$ cat src/rtl/uart_tx.sv
// rtl/uart_tx.sv - UART transmitter: start, 8 data bits LSB first, optional odd parity, one stop bit.
// Optional parity bit enabled by defining UART_TX_PARITY_EN; default build is 8N1.
module uart_tx #(
  parameter int CLK_FREQUENCY = 100_000_000,
  parameter int BAUD_RATE     = 19_200
) (
  input  logic       clk,
  input  logic       rst,
  input  logic       Send,
  input  logic [7:0] Din,
  output logic       Sent,
  output logic       Sout,
  output logic       Busy
);

  localparam int BIT_CLOCKS = CLK_FREQUENCY / BAUD_RATE;
  localparam int CW = (BIT_CLOCKS > 1) ? $clog2(BIT_CLOCKS) : 1;
  localparam logic [CW-1:0] BAUD_LAST = CW'(BIT_CLOCKS - 1);

  typedef enum logic [2:0] {
    S_IDLE,
    S_START,
    S_DATA,
    S_PAR,
    S_STOP,
    S_ACK
  } state_t;

  state_t          r_state, w_state_next;
  logic [CW-1:0]   r_baud, w_baud_next;
  logic [2:0]      r_bit, w_bit_next;
  logic [7:0]      r_data, w_data_next;
  logic            w_sout_next;
  logic            w_bit_end;

  assign w_bit_end = (r_baud == BAUD_LAST);

  always_comb begin
    w_state_next = r_state;
    w_bit_next   = r_bit;
    w_data_next  = r_data;
    w_baud_next  = r_baud + CW'(1);
    w_sout_next  = 1'b1;

    case (r_state)
      S_IDLE: begin
        if (Send) begin
          w_data_next  = Din;
          w_bit_next   = 3'd0;
          w_state_next = S_START;
        end
      end
      S_START: begin
        if (w_bit_end) w_state_next = S_DATA;
      end
      S_DATA: begin
        if (w_bit_end) begin
          if (r_bit == 3'd7) begin
`ifdef UART_TX_PARITY_EN
            w_state_next = S_PAR;
`else
            w_state_next = S_STOP;
`endif
          end else begin
            w_bit_next  = r_bit + 3'd1;
            w_baud_next = '0;
          end
        end
      end
`ifdef UART_TX_PARITY_EN
      S_PAR: begin
        if (w_bit_end) w_state_next = S_STOP;
      end
`endif
      S_STOP: begin
        if (w_bit_end) w_state_next = S_ACK;
      end
      S_ACK: begin
        if (!Send) w_state_next = S_IDLE;
      end
      default: w_state_next = S_IDLE;
    endcase

    // Every state entry restarts the bit timer so each bit is exactly BIT_CLOCKS long.
    if (w_state_next != r_state || r_state == S_IDLE || r_state == S_ACK)
      w_baud_next = '0;

    // Line level is computed from the next state so Sout comes straight off a flop.
    case (w_state_next)
      S_START: w_sout_next = 1'b0;
      S_DATA:  w_sout_next = w_data_next[w_bit_next];
`ifdef UART_TX_PARITY_EN
      S_PAR:   w_sout_next = ~^w_data_next;
`endif
      default: w_sout_next = 1'b1;
    endcase
  end

  always_ff @(posedge clk or posedge rst) begin
    if (rst) begin
      r_state <= S_IDLE;
      r_baud  <= '0;
      r_bit   <= 3'd0;
      r_data  <= 8'd0;
      Sout    <= 1'b1;
      Sent    <= 1'b0;
      Busy    <= 1'b0;
    end else begin
      r_state <= w_state_next;
      r_baud  <= w_baud_next;
      r_bit   <= w_bit_next;
      r_data  <= w_data_next;
      Sout    <= w_sout_next;
      Sent    <= (w_state_next == S_ACK);
      Busy    <= (w_state_next != S_IDLE);
    end
  end

endmodule
$ cat config.mk
export PLATFORM = sky130hd
export DESIGN_NAME = uart_tx
export DESIGN_NICKNAME = d
export VERILOG_FILES = /design/src/rtl/uart_tx.sv
export SDC_FILE = /design/constraint.sdc
export NUM_CORES = 1
export LEC_CHECK = 0
export CAP_MARGIN = 20
export CORE_ASPECT_RATIO = 0.5
export CORE_MARGIN = 2
export CORE_UTILIZATION = 60
export DETAILED_ROUTE_END_ITERATION = 8
export GPL_ROUTABILITY_DRIVEN = 0
export PLACE_DENSITY = 0.93
export SYNTH_ARGS = -nofsm -noshare
export SYNTH_HDL_FRONTEND = slang
export SYNTH_SLANG_ARGS = --single-unit
$ cat constraint.sdc
create_clock -name clk -period 4.95 [get_ports clk]
set_clock_uncertainty 0.1 [all_clocks]
set_input_delay 0.99 -clock clk [delete_from_list [all_inputs] [get_ports clk]]
set_output_delay 0.99 -clock clk [all_outputs]
set_load 0.01 [all_outputs]
==> key figures, run 1 <==
Synth
  – Ys flop type: dfrtp_1
  – Yosys warns: 0
  – Post-synth EDFFs: 0
  – Flops & latches, synth: 30
  – Net count after synthesis: 159
  – Asr flop ratio synth: 1.00
  – Library cells used by synthesis: 46
  – Sequential-to-total area share from yosys stat: 0.482
  – Synth Cell Area: 1560 µm²
  – Syn avg cell area: 10.7 µm²
  – Post-synthesis cell count: 146

Worst setup path
  – Worst path max stage delay: 0.62 ns
  – CP Cell Sequence: clkdlybuf4s50_1, inv_2, nor4_4, mux2_2, and3b_1, o41ai_2, o21bai_2, a311o_1
  – Crit-path slowest cell: nor4_4
  – Top Family by Delay on Critical Path: simple AND/OR/NAND/NOR gates
  – Critical path class: input port to flip-flop
  – Arrival time at the worst endpoint: 3.54 ns
  – Worst reg2reg path depth: 6
  – CP max FO: 9
  – Bufs and invs on worst path: 2
  – Crit end category: flip-flop
  – CP Depth: 8
  – Req. time, crit path: 5.06 ns
  – Crit start category: input port

Timing
  – Final Hold Viols: 0
  – Unrepaired setup endpoints after global routing: false
  – Actual slew at the worst max-slew pin: 0.949 ns
  – Min Hold Slack: 0.372 ns
  – Setup violations, final: 0
  – Setup total negative slack: 0 ns
  – Slew margin rel.: 0.365
  – Tcrit/Tclk final: 0.693
  – Final Max Slew Viols: 0
  – Max Clock Freq: 291 MHz
  – Final Critical Period: 3.43 ns

Global route
  – Largest net degree at the start of global routing: 31
  – Met2 Use GR: 0.408
  – Remaining Overflow, GRT: 0
  – M3 GR Usage: 0.0586
  – Initial antenna violation count: 0
  – Busiest grt layer: met2
  – Grt met1 use: 0.250
  – Vias in the first global route: 1,091
  – Gr usage total: 0.221
  – Global-route wire length before repair: 4820 µm

Route
  – Via density per instance: 5.57
  – WL/cell: 15.6 µm
  – 1st-iter DRT viols: 37
  – First-pass iteration count of the detailed router: 4
  – Remaining antenna violation count: 0
  – Via count: 1,102
  – DRC: 0
  – Drt total wl: 3090 µm

Die
  – I/O pin total: 14
  – Die area: 3050 µm²
  – Row cnt: 12
  – Width of the die: 76.1 µm
  – Initial core utilization: 0.666
  – Core Box Area: 2340 µm²
  – Die Ht: 40.0 µm

Finish
  – Commonest non-fill, non-tap cell in the layout: dfrtp_1
  – Final net count: 175
  – Layout cell share with drive strength beyond 1: 0.147
  – Ant diodes: 0
  – Post-Layout Cell Count: 198
  – Area Overhead vs Synth: 16.3%
  – Register area: 752 µm²
  – Filler cells: 158
  – Most frequent cells in the layout: 29 x dfrtp_1, 19 x nor2_1, 13 x clkdlybuf4s50_1
  – Multi-input gate area: 747 µm²

Pwr
  – PwrDens: 262 nW/µm²
  – Maximum vdd ir drop: 0.000167 V
  – Static Leak: 0.763 nW

Clock tree
  – Post CTS Setup Buffer Count: 0
  – Clock-pin slew on the worst setup and hold paths: 0.06 ns
  – CTS Sinks: 30
  – H-tree level count: 2
  – CTS tree: yes
  – Post_cts resized: 0
  – CTS root buffer: clkbuf_8
  – CTS Buffer Depth: 2
  – Insertion delay to the later sink of the worst-skew pair: 0.28 ns
  – Clock buffer count from CTS: 5
  – Post-CTS Hold Buffers: 0

Outcome
  – Status: finished clean

Placement
  – DP Cell Count: 189
  – Port Buf Inserts: 13
  – Dpl hpwl: 2100 µm

Worst hold path
  – Hold path cells: 1
  – Worst hold-check path type: flip-flop to flip-flop

Flow run
  – Max-Cap Viols: 0
==> final timing paths <==
| path | from | endpoint | slack, ns |
|---|---|---|---|
| setup / recovery | Send | Sout$_DFF_PP1_ | 1.52 |
| max in group asynchronous | rst | Sout$_DFF_PP1_ | 3.20 |
| setup reg to reg | r_state[1]$_DFF_PP0_ | Sout$_DFF_PP1_ | 2.33 |
| hold / removal | r_baud[0]$_DFF_PP0_ | r_baud[0]$_DFF_PP0_ | 0.37 |
| hold reg to reg | r_baud[0]$_DFF_PP0_ | r_baud[0]$_DFF_PP0_ | 0.37 |
| min in group asynchronous | rst | r_data[6]$_DFF_PP0_ | 0.97 |
==> routing by layer <==
metal / vias up / share of wire
li1: 547 / -
met1: 532 / 0.47
met2: 14 / 0.47
met3: 9 / 0.026
met4: 0 / 0.027
met5: - / 0
==> metrics by stage <==
step / setup slack [ns] / power [mW] / cell area [µm²] / utilization
final: 1.52 / 0.475 / 1810 / 0.774
after global routing: 1.43 / 0.489 / 1810 / 0.774
after CTS: 1.54 / 0.475 / 1790 / 0.762
after detailed placement: 1.28 / 0.275 / 1700 / 0.724
after global placement: 1.40 / 0.273 / 1700 / 0.724
after floorplan: 2.13 / 0.263 / 1560 / -
==> registers in the layout, indices dropped and copies added (netlist names) <==
register	cells
Busy	1
Sent	1
Sout	1
r_baud	13
r_bit	3
r_data	8
r_state	3
==> report_power, final <==
group	internal, mW	switching, mW	leakage (nW)	total [mW]
registers	0.249	0.00140	0.377	0.250
logic	0.0128	0.0107	0.341	0.0235
clock network	0.113	0.0886	0.0455	0.202
total	0.375	0.101	0.763	0.475
==> worst register-to-register path, stage by stage (launching register included) <==
cell and delay, ns:
dfrtp_1 0.56, nor4_4 0.67, mux2_2 0.44, and3b_1 0.23
o41ai_2 0.06, o21bai_2 0.20, a311o_1 0.31
==> cells by family (layout without fill, tap and decap cells) <==
kind of cell             count (synthesis)  in the layout  share of synthesized area
XOR/XNOR                                10             10                     0.0562
buffers and inverters                   11             28                     0.0385
flip-flops                              30             30                      0.482
multiplexers                            11             11                     0.0803
adder cells (fa/ha/maj)                  4              4                     0.0289
AO/OA/AOI/OAI                           25             25                      0.111
AND/OR/NAND/NOR                         55             55                      0.203
==> synthesized netlist by cell type, drive strengths merged, types with 3 or more instances <==
master | n | area [µm²]
dfrtp | 29 | 726
nor2 | 20 | 77.6
mux2 | 9 | 105
nand2 | 8 | 30.0
a21oi | 7 | 35.0
inv | 6 | 22.5
o21ai | 6 | 30.0
xnor2 | 5 | 43.8
xor2 | 5 | 43.8
and3 | 3 | 18.8
buf | 3 | 30.0
nand4 | 3 | 18.8
nor2b | 3 | 18.8
nor3 | 3 | 15.0
or3 | 3 | 18.8
==> area by class of cell <==
class                   count  share of cell area
clock buffers               8              0.0497
inverters                   6              0.0124
multi-input cells         105               0.412
flip-flops and latches     30               0.415
well taps                  35              0.0242
repair buffers             14              0.0870
Note: power is estimated with default switching activity, not from simulation.
==> run 2: changes to the inputs <==
CORE_UTILIZATION = 51   (was 60)
PLACE_DENSITY = 0.85   (was 0.93)
clock period = 2.97 ns   (was 4.95 ns; I/O delays follow)
==> run 2 against run 1 <==
  * Cell area is 0.55% higher
  * Global-route usage is 2.6 points lower
  * Total power up 65%
  * First-iteration DRC count grew 49%
  * Combinational power grew 54%
  * Die area grew 16%
  * Routed wire length fell by 4.6%
  * Setup slack got worse by 1.2 ns
  * Via count up 3.0%
  * Clock-buffer cell count is 1 lower
  * Critical path type unchanged
  * Critical endpoint unchanged
  * Highest routed layer unchanged
==> key figures, run 2 (synthesis results as in run 1) <==
Worst setup path
  – Worst reg2reg path depth: 7 (was 6)
  – Reg2reg setup slack: 0.56 ns (was 2.33 ns)
  – R2r startpoint: r_state[1]$_DFF_PP0_ (unchanged)
  – Crit start category: input port (unchanged)
  – Critical path class: input port to flip-flop (unchanged)
  – Worst r2r dst: Sout$_DFF_PP1_ (unchanged)
  – Worst setup path start: Send (unchanged)
  – Crit end category: flip-flop (unchanged)
  – CP max FO: 7 (was 9)
  – Arrival time at the worst endpoint: 2.74 ns (was 3.54 ns)
  – Crit path to: Sout$_DFF_PP1_ (unchanged)
  – Req. time, crit path: 3.07 ns (was 5.06 ns)

Finish
  – Max FFs per register: 13 (unchanged)
  – Ant diodes: 0 (unchanged)
  – Most flop-heavy register: r_baud (unchanged)
  – Commonest non-fill, non-tap cell in the layout: dfrtp_1 (unchanged)
  – Post-Layout Cell Count: 206 (was 198)
  – Filler cells: 247 (was 158)
  – Final net count: 178 (was 175)
  – Biggest regs: r_baud x13, r_data x8 (unchanged)
  – Most frequent cells in the layout: 29 x dfrtp_1, 19 x nor2_1, 13 x clkdlybuf4s50_1 (unchanged)
  – Area Overhead vs Synth: 16.9% (was 16.3%)
  – Layout cell share with drive strength beyond 1: 0.169 (was 0.147)

Timing
  – Setup violations, final: 0 (unchanged)
  – Final Max Slew Viols: 0 (unchanged)
  – Setup total negative slack: 0 ns (unchanged)
  – Min Hold Slack: 0.383 ns (was 0.372 ns)
  – Max Clock Freq: 378 MHz
  – Slew margin rel.: 0.680 (was 0.365)
  – Final Critical Period: 2.64 ns
  – Unrepaired setup endpoints after global routing: false (unchanged)
  – Actual slew at the worst max-slew pin: 0.481 ns (was 0.949 ns)
  – Post-layout worst setup margin: 0.326 ns (was 1.52 ns)
  – Final Hold Viols: 0 (unchanged)
  – Tcrit/Tclk final: 0.890

Die
  – Die area: 3540 µm² (was 3050 µm²)
  – Initial core utilization: 0.527 (was 0.666)
  – Width of the die: 82.2 µm (was 76.1 µm)
  – Core Box Area: 2960 µm² (was 2340 µm²)
  – I/O pin total: 14 (unchanged)
  – Die Ht: 43.1 µm (was 40.0 µm)
  – Row cnt: 14 (was 12)

Placement
  – Dpl hpwl: 2130 µm (was 2100 µm)
  – Port Buf Inserts: 13 (unchanged)
  – DP Cell Count: 198 (was 189)
  – Pre-CTS setup slack: 0.0747 ns (was 1.28 ns)

Pwr
  – Pint: 0.620 mW (was 0.375 mW)
  – Psw: 0.165 mW (was 0.101 mW)
  – Maximum vdd ir drop: 0.000239 V (was 0.000167 V)
  – Switching share of power: 0.210 (was 0.212)
  – Sequential share of power: 0.530 (was 0.526)
  – Clock power share: 0.424 (about the same)
  – Static Leak: 0.774 nW (was 0.763 nW)
  – PwrDens: 430 nW/µm² (was 262 nW/µm²)
  – Power share of the combinational group: 0.046 (was 0.049)
  – Total Power: 0.785 mW (was 0.475 mW)

Route
  – DRC: 0 (unchanged)
  – Via count: 1,135 (was 1,102)
  – Remaining antenna violation count: 0 (unchanged)
  – Via density per instance: 5.51 (was 5.57)
  – WL/cell: 14.3 µm (was 15.6 µm)
  – 1st-iter DRT viols: 55 (was 37)
  – First-pass iteration count of the detailed router: 4 (unchanged)
  – Drt total wl: 2950 µm (was 3090 µm)

Global route
  – Gr usage total: 0.195 (was 0.221)
  – Largest net degree at the start of global routing: 31 (unchanged)
  – Remaining Overflow, GRT: 0 (unchanged)
  – Global-route wire length before repair: 5040 µm (was 4820 µm)
  – Initial antenna violation count: 0 (unchanged)
  – Vias in the first global route: 1,133 (was 1,091)

Clock tree
  – H-tree level count: 2 (unchanged)
  – Clock buffer count from CTS: 5 (unchanged)
  – CTS Sinks: 30 (unchanged)
  – Insertion delay to the later sink of the worst-skew pair: 0.28 ns (about the same)
  – Post_cts resized: 0 (unchanged)
  – CTS Buffer Depth: 2 (unchanged)
  – CTS root buffer: clkbuf_8 (unchanged)
  – Clock-pin slew on the worst setup and hold paths: 0.06 ns (about the same)
  – CTS tree: yes (unchanged)
  – Post CTS Setup Buffer Count: 0 (unchanged)
  – Post-CTS Hold Buffers: 0 (unchanged)

Outcome
  – Status: finished clean (unchanged)

Flow run
  – Max-Cap Viols: 0 (unchanged)

Worst hold path
  – Worst hold-check path type: flip-flop to flip-flop (unchanged)
run 2: critical path: stages:
cell and delay [ns]:
clkdlybuf4s50_1 0.51, inv_2 0.07, nor4_4 0.34, buf_4 0.23, mux2_2 0.37, mux2i_1 0.17
a22oi_1 0.11, a311o_1 0.35
run 2: final cells by class:
type                            instances  area (µm²)  share of cell area
Timing Repair Buffer                   17         160              0.0879
Clock buffer                            7        86.3              0.0474
Tap cell                               40        50.0              0.0275
Multi-Input combinational cell        105         747               0.410
Clock inverter                          1        5.00             0.00275
Inverter                                6        22.5              0.0124
Sequential cell                        30         752               0.412
run 2: per-stage QoR:
| step | area, µm² | util |
|---|---|---|
| after floorplan | 1560 | - |
| after global placement | 1730 | 0.585 |
| after detailed placement | 1730 | 0.585 |
| after CTS | 1820 | 0.616 |
| after global routing | 1820 | 0.616 |
| final | 1820 | 0.616 |
run 2: how the worst min path moves through the flow:
stage / slack (ns) / start / end / depth (start not counted)
finish: 0.38 / r_baud[0]$_DFF_PP0_ / r_baud[0]$_DFF_PP0_ / 1
global route: 0.41 / r_data[2]$_DFF_PP0_ / r_data[2]$_DFF_PP0_ / 1
CTS: 0.39 / r_baud[0]$_DFF_PP0_ / r_baud[0]$_DFF_PP0_ / 1
detailed placement: 0.38 / r_baud[0]$_DFF_PP0_ / r_baud[0]$_DFF_PP0_ / 1
global placement: 0.37 / r_baud[0]$_DFF_PP0_ / r_baud[0]$_DFF_PP0_ / 1
floorplan: 0.35 / r_baud[0]$_DFF_PP0_ / r_baud[0]$_DFF_PP0_ / 1
run 2: power groups by stage:
| stage | logic, mW | clock network (mW) | registers, mW |
|---|---|---|---|
| floorplan | 0.0158 | 0 | 0.423 |
| global placement | 0.0351 | 0 | 0.423 |
| detailed placement | 0.0364 | 0 | 0.423 |
| CTS | 0.0367 | 0.343 | 0.416 |
| global route | 0.0395 | 0.359 | 0.416 |
| finish | 0.0361 | 0.332 | 0.416 |
run 2: layer usage:
layer / up-vias / global-route usage / routed length, µm
met4: 0 / 0.0800 / 28
met1: 564 / 0.246 / 1350
met3: 4 / 0.0574 / 74
met5: - / 0 / 0
li1: 552 / - / -
met2: 15 / 0.315 / 1490
==> run 3: changes to the inputs <==
CORE_UTILIZATION = 56   (was 51)
PLACE_DENSITY = 0.88   (was 0.85)
clock period = 2.5 ns   (was 2.97 ns; I/O delays follow)
==> run 3 against run 2 <==
  * Final cell count is 0.97% higher
  * Highest routed layer unchanged
  * Non-clock buffer count is 6 higher
  * Largest power group unchanged
  * Cell area is 2.7% higher
==> key figures, run 3 (synthesis results as in run 1) <==
Outcome
  – Status: finished clean (unchanged)

Worst setup path
  – Critical path class: flip-flop to flip-flop (was input port to flip-flop)
  – Worst reg2reg path depth: 8 (was 7)
  – Crit-path slowest cell: dfrtp_1 (was clkdlybuf4s50_1)
  – Crit start category: flip-flop (was input port)
  – Crit end category: flip-flop (unchanged)
  – Arrival time at the worst endpoint: 2.49 ns (was 2.74 ns)
  – Worst path max stage delay: 0.38 ns (was 0.51 ns)
  – CP max FO: 5 (was 7)
  – CP Cell Sequence: ha_1, and4b_1, nand3_2, nor2_1, mux2_4, o41ai_2, o21bai_2, a311o_1 (was clkdlybuf4s50_1, inv_2, nor4_4, buf_4, mux2_2, mux2i_1, a22oi_1, a311o_1)
  – Req. time, crit path: 2.62 ns (was 3.07 ns)

Pwr
  – Switching share of power: 0.214 (was 0.210)
  – Psw: 0.193 mW (was 0.165 mW)
  – Maximum vdd ir drop: 0.000328 V (was 0.000239 V)
  – Sequential share of power: 0.549 (was 0.530)
  – PwrDens: 481 nW/µm² (was 430 nW/µm²)
  – Static Leak: 0.794 nW (was 0.774 nW)
  – Clock power share: 0.401 (was 0.424)
  – Power share of the combinational group: 0.050 (was 0.046)
  – Pint: 0.707 mW (was 0.620 mW)
  – Total Power: 0.900 mW (was 0.785 mW)

Clock tree
  – CTS root buffer: clkbuf_8 (unchanged)
  – CTS tree: yes (unchanged)
  – CTS Buffer Depth: 2 (unchanged)
  – H-tree level count: 2 (unchanged)
  – CTS Sinks: 30 (unchanged)
  – Insertion delay to the later sink of the worst-skew pair: 0.28 ns (about the same)
  – Clock-pin slew on the worst setup and hold paths: 0.06 ns (about the same)
  – Clock buffer count from CTS: 5 (unchanged)

Placement
  – Port Buf Inserts: 13 (unchanged)
  – DP Cell Count: 200 (was 198)
  – Dpl hpwl: 2300 µm (was 2130 µm)
  – Placed Area: 1770 µm² (was 1730 µm²)

Route
  – First-pass iteration count of the detailed router: 4 (unchanged)
  – WL/cell: 16.1 µm (was 14.3 µm)
  – Via count: 1,213 (was 1,135)
  – Via density per instance: 5.83 (was 5.51)
  – 1st-iter DRT viols: 97 (was 55)
  – Drt total wl: 3360 µm (was 2950 µm)
  – Remaining antenna violation count: 0 (unchanged)
  – DRC: 0 (unchanged)

Finish
  – Max FFs per register: 13 (unchanged)
  – Most flop-heavy register: r_baud (unchanged)
  – Area Overhead vs Synth: 20.1% (was 16.9%)
  – Final Instance Area: 1870 µm² (was 1820 µm²)
  – Ant diodes: 0 (unchanged)
  – Most frequent cells in the layout: 29 x dfrtp_1, 19 x nor2_1, 13 x clkdlybuf4s50_1 (unchanged)
  – Post-Layout Cell Count: 208 (was 206)
  – Final net count: 184 (was 178)
  – Commonest non-fill, non-tap cell in the layout: dfrtp_1 (unchanged)
  – Biggest regs: r_baud x13, r_data x8 (unchanged)
  – Layout cell share with drive strength beyond 1: 0.199 (was 0.169)

Worst hold path
  – Worst hold-check path type: flip-flop to flip-flop (unchanged)
  – Hold path cells: 1 (unchanged)

Die
  – Initial core utilization: 0.595 (was 0.527)
  – I/O pin total: 14 (unchanged)
  – Width of the die: 78.6 µm (was 82.2 µm)
  – Die area: 3250 µm² (was 3540 µm²)
  – Core Box Area: 2620 µm² (was 2960 µm²)
  – Row cnt: 13 (was 14)
  – Die Ht: 41.3 µm (was 43.1 µm)

Global route
  – Gr usage total: 0.226 (was 0.195)
  – Remaining Overflow, GRT: 0 (unchanged)
  – Initial antenna violation count: 0 (unchanged)
  – Largest net degree at the start of global routing: 31 (unchanged)
  – Global-route wire length before repair: 5130 µm (was 5040 µm)
  – Vias in the first global route: 1,141 (was 1,133)

Timing
  – Setup violations, final: 0 (unchanged)
  – Min Hold Slack: 0.380 ns (was 0.383 ns)
  – Final Hold Viols: 0 (unchanged)
  – Max Clock Freq: 423 MHz
  – Setup total negative slack: 0 ns (unchanged)
  – Final Critical Period: 2.37 ns
  – Unrepaired setup endpoints after global routing: false (unchanged)
  – Final Max Slew Viols: 0 (unchanged)
  – Slew margin rel.: 0.339 (was 0.680)
  – Actual slew at the worst max-slew pin: 0.988 ns (was 0.481 ns)
  – Tcrit/Tclk final: 0.947

Flow run
  – Max-Cap Viols: 0 (unchanged)
run 3: changes by cell type in the layout (fill, tap and decap cells not counted), sizes merged:
cell	change
buf	+6
clkinv	-1
run 3: worst max-delay path: cells and delay by family, from the launching register on:
family | cells | cell delay, ns
simple gates | 3 | 0.58
flops | 1 | 0.38
fa+ha+maj | 1 | 0.21
compound gates | 3 | 0.67
mux | 1 | 0.36
run 3: path summary, 6_finish.rpt:
path / startpoint / to / slack [ns]
max: r_baud[0]$_DFF_PP0_ / Sout$_DFF_PP1_ / 0.13
min: r_baud[0]$_DFF_PP0_ / r_baud[0]$_DFF_PP0_ / 0.38
max reg2reg: r_baud[0]$_DFF_PP0_ / Sout$_DFF_PP1_ / 0.13
min reg2reg: r_baud[0]$_DFF_PP0_ / r_baud[0]$_DFF_PP0_ / 0.38
max in group asynchronous: rst / Sout$_DFF_PP1_ / 1.50
min in group asynchronous: rst / r_baud[6]$_DFF_PP0_ / 0.49
run 3: power groups by stage:
| stage | registers (mW) | clock network [mW] | logic [mW] |
|---|---|---|---|
| after floorplan | 0.502 | 0 | 0.0188 |
| after global placement | 0.503 | 0 | 0.0429 |
| after detailed placement | 0.503 | 0 | 0.0443 |
| after CTS | 0.494 | 0.366 | 0.0451 |
| after global routing | 0.495 | 0.387 | 0.0490 |
| final | 0.495 | 0.361 | 0.0446 |
run 3: cell type report:
cell class,instances,area (µm²)
clock buffer,7,76.3
fill,191,747
inverter,6,22.5
multi-input combinational,105,766
sequential,30,752
tap,37,46.3
timing repair buffer,23,209
run 3: per-stage QoR:
stage	worst slack, ns	utilization
6_report	0.134	0.715
5_1_grt	0.00605	0.715
4_1_cts	0.0214	0.705
3_5_place_dp	-0.280	0.674
3_3_place_gp	-0.202	0.674
2_1_floorplan	0.170	-
run 3: metal layers:
layer,track usage,vias up,wire (µm)
li1,-,569,-
met1,0.254,588,1440
met2,0.429,48,1640
met3,0.0625,8,216
met4,0.110,0,57
met5,0,-,0
run 3: repair_timing:
item | 4_1_cts | 5_1_grt
gates resized for setup | 1 | 3
hold buffers | 0 | 0
buffers inserted | 0 | 1
setup endpoints to repair | 1 | 1
pin swaps | 0 | 1
